### config.mk
export PLATFORM = sky130hd
export DESIGN_NAME = m68k_bus_sequencer
export DESIGN_NICKNAME = d
export VERILOG_FILES = /design/src/rtl/m68k_bus_sequencer.sv
export SDC_FILE = /design/constraint.sdc
export NUM_CORES = 1
export LEC_CHECK = 0
export ABC_AREA = 0
export CORE_MARGIN = 10
export CORE_UTILIZATION = 65
export DETAILED_ROUTE_END_ITERATION = 10
export DONT_BUFFER_PORTS = 1
export PLACE_DENSITY_LB_ADDON = 0.15
export REMOVE_ABC_BUFFERS = 1
export SYNTH_ARGS = -nofsm -noshare
export SYNTH_HDL_FRONTEND = slang
export SYNTH_SLANG_ARGS = --single-unit
### constraint.sdc
create_clock -name CPUCLK_IN -period 3.6 [get_ports CPUCLK_IN]
set_input_delay 0.36 -clock CPUCLK_IN [delete_from_list [all_inputs] [get_ports CPUCLK_IN]]
set_output_delay 0.36 -clock CPUCLK_IN [all_outputs]
set_load 0.01 [all_outputs]
### src/rtl/m68k_bus_sequencer.sv
// 68000 bus cycle sequencer: power-on reset release, region selects, wait-stated DTACK, single-step.
// Define PIXY_BUS_TIMEOUT_EN to build the bus-error timeout for unmapped cycles.
module m68k_bus_sequencer #(
  parameter int unsigned POR_CYCLES   = 10000,
  parameter int unsigned WAIT_ROM     = 2,
  parameter int unsigned WAIT_RAM     = 0,
  parameter int unsigned WAIT_IO      = 4,
`ifdef PIXY_BUS_TIMEOUT_EN
  parameter int unsigned BERR_TIMEOUT = 255,
`endif
  parameter int unsigned DEBOUNCE     = 1000
) (
  input  logic       CPUCLK_IN,
  input  logic       RESET_IN,
  input  logic       STEPEN_IN,
  input  logic       STEP_IN,
  input  logic       AS_IN,
  input  logic       UDS_IN,
  input  logic       LDS_IN,
  input  logic [3:0] ADDR_IN,
  output logic       CPU_RESET_N,
  output logic       CPU_HALT_N,
  output logic       RUN,
  output logic       DTACK_N,
  output logic       BERR_N,
  output logic       ROMSEL,
  output logic       RAMSEL,
  output logic       IOSEL,
  output logic       STEPWAIT
);

  localparam logic [2:0] StPor  = 3'd0;
  localparam logic [2:0] StIdle = 3'd1;
  localparam logic [2:0] StWait = 3'd2;
  localparam logic [2:0] StHold = 3'd3;
  localparam logic [2:0] StAck  = 3'd4;
`ifdef PIXY_BUS_TIMEOUT_EN
  localparam logic [2:0] StBerr = 3'd5;
  localparam logic [7:0] TmoLast = 8'(BERR_TIMEOUT);
`endif

  localparam logic [1:0] RegNone = 2'd0;
  localparam logic [1:0] RegRom  = 2'd1;
  localparam logic [1:0] RegRam  = 2'd2;
  localparam logic [1:0] RegIo   = 2'd3;

  localparam logic [13:0]  PorLast = 14'(POR_CYCLES - 1);
  localparam int unsigned  DbW     = $clog2(DEBOUNCE + 1);
  localparam logic [DbW-1:0] DbLast = DbW'(DEBOUNCE - 1);

  logic [2:0]     state_q, state_d;
  logic [13:0]    por_cnt_q, por_cnt_d;
  logic [7:0]     wait_cnt_q, wait_cnt_d;
  logic [1:0]     region_q, region_d;
  logic [1:0]     region_dec;
  logic [7:0]     wait_load;
  logic           stb;
`ifdef PIXY_BUS_TIMEOUT_EN
  logic [7:0]     tmo_q, tmo_d;
`endif

  logic           step_s1_q, step_s2_q;
  logic           step_lvl_q, step_lvl_d;
  logic           step_pulse_q, step_pulse_d;
  logic [DbW-1:0] db_cnt_q, db_cnt_d;

  assign stb = ~AS_IN & (~UDS_IN | ~LDS_IN);

  always_comb begin
    if (ADDR_IN == 4'h0)       region_dec = RegRom;
    else if (ADDR_IN <= 4'h7)  region_dec = RegRam;
    else if (ADDR_IN == 4'hF)  region_dec = RegIo;
    else                       region_dec = RegNone;
  end

  always_comb begin
    case (region_dec)
      RegRom:  wait_load = 8'(WAIT_ROM);
      RegRam:  wait_load = 8'(WAIT_RAM);
      RegIo:   wait_load = 8'(WAIT_IO);
      default: wait_load = 8'd0;
    endcase
  end

  // Accept a level change only after the synchronised input differs for DEBOUNCE cycles.
  always_comb begin
    db_cnt_d     = '0;
    step_lvl_d   = step_lvl_q;
    step_pulse_d = 1'b0;
    if (step_s2_q != step_lvl_q) begin
      if (db_cnt_q == DbLast) begin
        step_lvl_d   = step_s2_q;
        step_pulse_d = step_s2_q;
      end else begin
        db_cnt_d = db_cnt_q + DbW'(1);
      end
    end
  end

  always_comb begin
    state_d    = state_q;
    por_cnt_d  = por_cnt_q;
    wait_cnt_d = wait_cnt_q;
    region_d   = region_q;
`ifdef PIXY_BUS_TIMEOUT_EN
    tmo_d      = tmo_q;
`endif
    case (state_q)
      StPor: begin
        if (por_cnt_q >= PorLast) state_d = StIdle;
        else                      por_cnt_d = por_cnt_q + 14'd1;
      end
      StIdle: begin
        if (stb) begin
          region_d   = region_dec;
          wait_cnt_d = wait_load;
`ifdef PIXY_BUS_TIMEOUT_EN
          tmo_d      = 8'd0;
`endif
          state_d    = StWait;
        end
      end
      StWait: begin
        // Abort has priority over every exit decision.
        if (AS_IN) begin
          state_d = StIdle;
        end else if (region_q == RegNone) begin
`ifdef PIXY_BUS_TIMEOUT_EN
          if (tmo_q >= TmoLast) state_d = StBerr;
          else                  tmo_d   = tmo_q + 8'd1;
`endif
        end else if (wait_cnt_q == 8'd0) begin
          state_d = STEPEN_IN ? StHold : StAck;
        end else begin
          wait_cnt_d = wait_cnt_q - 8'd1;
        end
      end
      StHold: begin
        if (AS_IN)                             state_d = StIdle;
        else if (step_pulse_q || !STEPEN_IN)   state_d = StAck;
      end
      StAck: begin
        if (AS_IN) state_d = StIdle;
      end
`ifdef PIXY_BUS_TIMEOUT_EN
      StBerr: begin
        if (AS_IN) state_d = StIdle;
      end
`endif
      default: state_d = StPor;
    endcase
  end

  always_ff @(posedge CPUCLK_IN) begin
    if (RESET_IN) begin
      state_q      <= StPor;
      por_cnt_q    <= 14'd0;
      wait_cnt_q   <= 8'd0;
      region_q     <= RegNone;
`ifdef PIXY_BUS_TIMEOUT_EN
      tmo_q        <= 8'd0;
`endif
      step_s1_q    <= 1'b0;
      step_s2_q    <= 1'b0;
      step_lvl_q   <= 1'b0;
      step_pulse_q <= 1'b0;
      db_cnt_q     <= '0;
    end else begin
      state_q      <= state_d;
      por_cnt_q    <= por_cnt_d;
      wait_cnt_q   <= wait_cnt_d;
      region_q     <= region_d;
`ifdef PIXY_BUS_TIMEOUT_EN
      tmo_q        <= tmo_d;
`endif
      step_s1_q    <= STEP_IN;
      step_s2_q    <= step_s1_q;
      step_lvl_q   <= step_lvl_d;
      step_pulse_q <= step_pulse_d;
      db_cnt_q     <= db_cnt_d;
    end
  end

  logic sel_active;
  assign sel_active  = (state_q == StWait) || (state_q == StHold) || (state_q == StAck);

  assign CPU_RESET_N = (state_q != StPor);
  assign CPU_HALT_N  = (state_q != StPor);
  assign RUN         = (state_q != StPor);
  assign DTACK_N     = (state_q != StAck);
`ifdef PIXY_BUS_TIMEOUT_EN
  assign BERR_N      = (state_q != StBerr);
`else
  assign BERR_N      = 1'b1;
`endif
  assign ROMSEL      = sel_active && (region_q == RegRom);
  assign RAMSEL      = sel_active && (region_q == RegRam);
  assign IOSEL       = sel_active && (region_q == RegIo);
  assign STEPWAIT    = (state_q == StHold);

endmodule
==> run_results.csv, run 1 <==
group,metric,value,unit
critical_path,cpPeakStageDelay,570,ps
sta,drv_slew,0,
pwr,powerDensity,581,nW/um^2
sta,fin_skew,11.6,ps
yosys,synth_edf_count,0,
critical_path,crit_chain,"and3b_1 -> and4bb_2 -> a2111o_1 -> nor2_2 -> mux2_1",
cells_and_area,diodes,0,
sta,setup_violations,0,
floorplan,core.rowCount,20,
place,hpwl,2850,um
floorplan,ios,20,
hold_path,hp-class,"in2reg",
place,finalWeightedCongestion,0.831,
cts,clk_pin_slew,130,ps
critical_path,endpoint_kind,"register",
sta,finalHoldViolCount,0,
cts,insertion_delay,360,ps
yosys,synth_area_per_cell,8.69,um^2
cts,post_cts_buffers,0,
global_route,grt.overflow.total,0,
sta,fin_crit_sh,58.2,%
detailed_routing,wl_per_cell,13.3,um
cts,htreeDepth,2,
yosys,synthCells,248,
global_route,track_usage,13.3,%
critical_path,cp.arrival,2350,ps
detailed_routing,ant_nets,0,
sta,rsz0062_at_grt,"false",
cts,cts_tree,"done",
cells_and_area,nNetsFinal,261,
floorplan,core_area,3100,um^2
run_status,status,"completed",
cts,clock_path_buffers,2,
detailed_routing,drc,0,
detailed_routing,first_iter_violations,65,
yosys,yosysWarningCount,0,
cts,cts_hold_buf,0,
yosys,ys_ff_latch,41,
critical_path,crit_slowest_cell,"dfxtp_1",
sta,setup_tns,0,ps
yosys,synthesis.area,2160,um^2
global_route,grt_pass1_vias,1551,
pwr,p_leak,0.807,nW
critical_path,required,3850,ps
global_route,grt_pass1_wl,6810,um
detailed_routing,via_per_inst,5.74,
cells_and_area,n_fill_cell,237,
yosys,postSynth.asyncResetShare,0,%
detailed_routing,routed-via-count,1669,
floorplan,die_area,6020,um^2
yosys,synth_ff_type,"dfxtp_1",
floorplan,die_w,77.6,um
detailed_routing,wl,3870,um
yosys,yosysSeqAreaShare,38.1,%
cts,cts_made_buffers,5,
cts,ctsResizeCount,0,
critical_path,crit_path_start_kind,"register",
detailed_routing,dr.pass1.iters,4,
critical_path,critical_path_class,"reg2reg",
sta,slew_headroom,62.6,%
cells_and_area,drive_gt1_share,10.5,%
floorplan,initial_core_util,69.5,%
critical_path,path_max_fanout,13,
floorplan,die_h,77.6,um
place,portBuffers,0,
sta,fin_crit,2100,ps
global_route,antenna_found_initial,0,
run,cap_violations,0,
sta,max_freq,0.477,GHz
cells_and_area,syn2layout_area_growth,5.22,%
pwr,max-vdd-ir-drop,313,uV
sta,tightest_slew,561,ps
place,place_inst,283,
cells_and_area,fin_cells,291,
cts,cts.sinks,41,
global_route,grt_max_degree,29,
yosys,post_synth_num_cell_types,59,
cts,root_buffer,"clkbuf_4",
## sequential cells by signal (all words and copies together), names as in the netlist, 2 cells and up
name / cells
por_cnt_q: 14
db_cnt_q: 10
wait_cnt_q: 8
state_q: 3
region_q: 2
## layout make-up
type,instances,area [um^2],share of cell area [%]
multi-input combinational,185,1240,54.6
clock buffer,5,37.5,1.65
inverter,13,48.8,2.15
sequential,41,821,36.2
tap,44,55.1,2.43
clock inverter,3,68.8,3.03
## layer usage
layer  vias to the layer above  routed length, um  track usage, %
met4                         0                 47            3.65
li1                        864                  -               -
met2                        41               1750            21.6
met1                       759               1770            15.7
met5                         -                  0               0
met3                         5                298            5.53
## metrics by stage
stage / worst slack (ps) / utilization [%] / total power (W) / hold WS [ps] / cell area [um^2]
finish: 1500 / 73.1 / 0.00132 / 51.3 / 2270
global route: 1380 / 73.1 / 0.00141 / 24.8 / 2270
CTS: 1500 / 73.1 / 0.00133 / 42.5 / 2270
detailed placement: 1510 / 69.7 / 0.000955 / 425 / 2160
global placement: 1570 / 69.7 / 0.000946 / 426 / 2160
floorplan: 1650 / - / 0.000883 / 413 / 2110
## synthesized netlist by cell type (4+ instances only)
cell | count | share of area, %
xor2_1 | 7 | 2.8
a21oi_1 | 8 | 1.9
xnor2_1 | 17 | 6.9
nor3_1 | 11 | 2.6
nand3_1 | 7 | 1.6
nand4_1 | 4 | 1.2
nor2b_1 | 4 | 1.2
a211oi_1 | 4 | 1.4
inv_1 | 13 | 2.3
nor2_1 | 42 | 7.3
ha_1 | 4 | 2.3
nand2_1 | 18 | 3.1
dfxtp_1 | 41 | 38
## placed cells by master, fill, tap and decap left out, types with 2 or more instances in the layout
cell | netlist | final
a31oi_1 | 2 | 2
nand2_1 | 18 | 18
nand2b_1 | 2 | 2
and3b_1 | 2 | 2
mux2i_1 | 2 | 2
o2111ai_1 | 2 | 2
clkbuf_4 | 0 | 5
nand4_1 | 4 | 4
nor2_1 | 42 | 42
o21ai_0 | 3 | 3
nor4b_1 | 3 | 3
o211ai_1 | 2 | 2
bufinv_16 | 0 | 2
nor2b_1 | 4 | 4
a211oi_1 | 4 | 4
or4_1 | 2 | 2
nor3_1 | 11 | 11
a21oi_1 | 8 | 8
xor2_1 | 7 | 7
and3_1 | 2 | 2
inv_1 | 13 | 13
nor4_4 | 2 | 2
ha_1 | 4 | 4
and2_1 | 2 | 2
dfxtp_1 | 41 | 41
nand3_1 | 7 | 7
xnor2_1 | 17 | 17
nor4_1 | 3 | 3
## power by group
group,switching (W),leakage (nW),internal [W]
combinational,0.000202,0.420,0.000167
clock,0.000152,0.0558,0.000219
sequential,0.0000678,0.332,0.000510
total,0.000421,0.807,0.000896
## kinds of logic (layout without fill, tap and decap cells)
group / Yosys count / after routing / synth area share (%)
buffers and inverters: 22 / 21 / 4.53
DFF: 41 / 41 / 38.1
adders and majority gates: 4 / 4 / 2.32
xor gates and xnor gates: 24 / 24 / 9.75
other: 1 / 1 / 0.174
muxes: 4 / 4 / 1.97
and+or+nand+nor: 116 / 116 / 29.3
AOI/OAI and AO/OA: 36 / 36 / 13.9
## worst paths after layout
check,start,endpoint,slack (ps),cells after the start
setup / recovery,state_q[2]$_SDFFE_PP0P_,state_q[1]$_SDFFE_PP0P_,1500,5
hold / removal,RESET_IN,step_s1_q$_SDFF_PP0_,50,1
setup reg to reg,state_q[2]$_SDFFE_PP0P_,state_q[1]$_SDFFE_PP0P_,1500,5
hold reg to reg,step_s1_q$_SDFF_PP0_,step_s2_q$_SDFF_PP0_,450,1
## critical path: cells and delay by family (launching register included)
family | cells | cell delay [ps]
AND/OR/NAND/NOR | 3 | 640
AO/OA/AOI/OAI | 1 | 460
multiplexers | 1 | 320
flip-flops | 1 | 570
Note: power is estimated with default switching activity, not from simulation.
==> run 2: changes to the inputs <==
--- a/config.mk
+++ b/config.mk
@@ -7,7 +7,7 @@
 export LEC_CHECK = 0
 export ABC_AREA = 0
 export CORE_MARGIN = 10
-export CORE_UTILIZATION = 65
+export CORE_UTILIZATION = 56
 export DETAILED_ROUTE_END_ITERATION = 10
 export DONT_BUFFER_PORTS = 1
 export PLACE_DENSITY_LB_ADDON = 0.15
==> constraint.sdc (replaced) <==
create_clock -name CPUCLK_IN -period 1.7 [get_ports CPUCLK_IN]
set_input_delay 0.17 -clock CPUCLK_IN [delete_from_list [all_inputs] [get_ports CPUCLK_IN]]
set_output_delay 0.17 -clock CPUCLK_IN [all_outputs]
set_load 0.01 [all_outputs]
==> run 2 against run 1 <==
Effect of this change: the flow now finishes with violations (negative setup slack); clock-buffer cell count up 2; core utilization up 7.3 points; clock power up 94%; flip-flop and latch count unchanged; combinational power rose to 3.7 times the previous value; via count up 20%; fmax up 11%; highest routed layer unchanged.
==> run_results.csv, run 2 (synthesis results as in run 1) <==
group,metric,value,unit
cells_and_area,nNetsFinal,322,
sta,finalHoldViolCount,0,
sta,drv_slew,0,
global_route,grt.overflow.total,0,
cts,cts.sinks,41,
sta,fin_skew,8.39,ps
cts,root_buffer,"clkbuf_8",
floorplan,core.rowCount,22,
detailed_routing,drc,0,
cells_and_area,diodes,0,
critical_path,r2r_cells,6,
cells_and_area,largest_reg_flops,14,
floorplan,ios,20,
detailed_routing,via_per_inst,5.63,
floorplan,initial_core_util,58.4,%
sta,max_freq,0.528,GHz
place,hpwl,3360,um
floorplan,die_h,82.0,um
global_route,grt_pass1_vias,1824,
place,dpl_cell_area,2540,um^2
detailed_routing,highest_layer,"met4",
detailed_routing,first_iter_violations,108,
hold_path,hp-class,"in2reg",
sta,setup_violations,11,
cells_and_area,final_common_cell,"buf_4",
critical_path,r2r-end,"state_q[0]$_SDFFE_PP0P_",
run,cap_violations,0,
hold_path,min_to,"wait_cnt_q[5]$_SDFFE_PP0P_",
cells_and_area,final_util,80.4,%
cells_and_area,stdcell_area,2970,um^2
critical_path,required,1890,ps
detailed_routing,ant_nets,0,
critical_path,reg2reg_from,"wait_cnt_q[5]$_SDFFE_PP0P_",
global_route,grt_pass1_wl,8280,um
cts,cts_made_buffers,5,
critical_path,r2r_slack,-190,ps
cts,htreeDepth,2,
global_route,track_usage,15.4,%
critical_path,cp.arrival,2080,ps
detailed_routing,wl,5320,um
sta,setup_slack,-194,ps
sta,fin_crit_sh,111,%
cells_and_area,final_cell_mix,"buf_4 (52), nor2_1 (40), dfxtp_1 (34)",
critical_path,critical_path_class,"reg2reg",
detailed_routing,met1_length,2370,um
place,dp_slack,-169,ps
detailed_routing,wl_met3,311,um
global_route,grt_max_degree,29,
pwr,p_leak,1.16,nW
cells_and_area,syn2layout_area_growth,37.6,%
critical_path,endpoint_kind,"register",
pwr,powerDensity,1110,nW/um^2
cells_and_area,reg_top3,"por_cnt_q (14), db_cnt_q (10), wait_cnt_q (8)",
sta,slew_headroom,46.6,%
floorplan,die_w,82.0,um
floorplan,core_area,3690,um^2
run_status,violations,"negative setup slack",
detailed_routing,routed-via-count,2006,
global_route,antenna_found_initial,0,
cts,clk_pin_slew,80,ps
cts,cts_tree,"done",
hold_path,worstHoldPathCells,2,
cts,insertion_delay,300,ps
run_status,status,"finished with violations",
detailed_routing,wl_met2,2550,um
detailed_routing,wl_per_cell,14.9,um
place,finalWeightedCongestion,0.793,
floorplan,die_area,6730,um^2
cts,clock_path_buffers,2,
pwr,max-vdd-ir-drop,871,uV
sta,rsz0062_at_grt,"true",
sta,tightest_slew,799,ps
cells_and_area,drive_gt1_share,37.7,%
critical_path,path_max_fanout,3,
sta,hold_slack,45.5,ps
cells_and_area,regMostFlops,"por_cnt_q",
hold_path,worstHoldStart,"RESET_IN",
sta,fin_crit,1890,ps
detailed_routing,dr.pass1.iters,4,
critical_path,crit_path_start_kind,"register",
place,portBuffers,0,
-- run 2: cell count changes in the layout (fill, tap and decap cells not counted), sizes merged --
cell	delta
bufinv	-2
clkinv	+1
clkbuf	+2
dlygate4sd3	+3
buf	+58
inv	-1
-- run 2: report_power, final --
group          switching, W  internal, W  leakage [nW]
combinational      0.000658     0.000721         0.767
sequential         0.000114      0.00108         0.335
clock              0.000349     0.000367        0.0542
-- run 2: worst max-delay path, cell delays in order (launching register included) --
cell      delay [ps]
dfxtp_2          340
nor4_4           360
a31oi_4          160
a2111o_1         440
buf_4            160
buf_6            120
o221a_2          210
-- run 2: repair_timing --
action	in CTS	in global routing
buffers inserted	3	6
pin swaps	6	9
hold buffers	2	1
resized for setup	14	37
hold endpoints to repair	21	19
setup endpoints to repair	18	35
-- run 2: how the worst max path moves through the flow --
stage	to	slack [ps]	start
after global placement	state_q[1]$_SDFFE_PP0P_	-140	wait_cnt_q[2]$_SDFFE_PP0P_
final	state_q[0]$_SDFFE_PP0P_	-190	wait_cnt_q[5]$_SDFFE_PP0P_
after global routing	state_q[0]$_SDFFE_PP0P_	-270	wait_cnt_q[5]$_SDFFE_PP0P_
after CTS	state_q[0]$_SDFFE_PP0P_	-120	wait_cnt_q[5]$_SDFFE_PP0P_
after detailed placement	state_q[1]$_SDFFE_PP0P_	-170	wait_cnt_q[2]$_SDFFE_PP0P_
after floorplan	state_q[1]$_SDFFE_PP0P_	-250	state_q[2]$_SDFFE_PP0P_
-- run 2: layout make-up --
class / instances / area, um^2
Sequential cell: 41 / 830
Clock buffer: 7 / 96.3
Tap cell: 48 / 60.1
Fill cell: 242 / 723
Timing Repair Buffer: 61 / 488
Multi-Input combinational cell: 185 / 1440
Clock inverter: 1 / 5.00
Inverter: 13 / 48.8
-- run 2: per-stage QoR --
stage                     total power, W  std cells  TNS, ps
after floorplan                  0.00187        239     -812
after global placement           0.00227        337     -577
after detailed placement         0.00229        337     -877
after CTS                        0.00307        350     -786
after global routing             0.00349        356    -2620
final                            0.00329        356    -1180
-- run 2: metal layers --
layer / GRT usage (%) / up-vias
li1: - / 995
met1: 19.7 / 961
met2: 23.9 / 41
met3: 3.71 / 9
met4: 6.80 / 0
met5: 0 / -
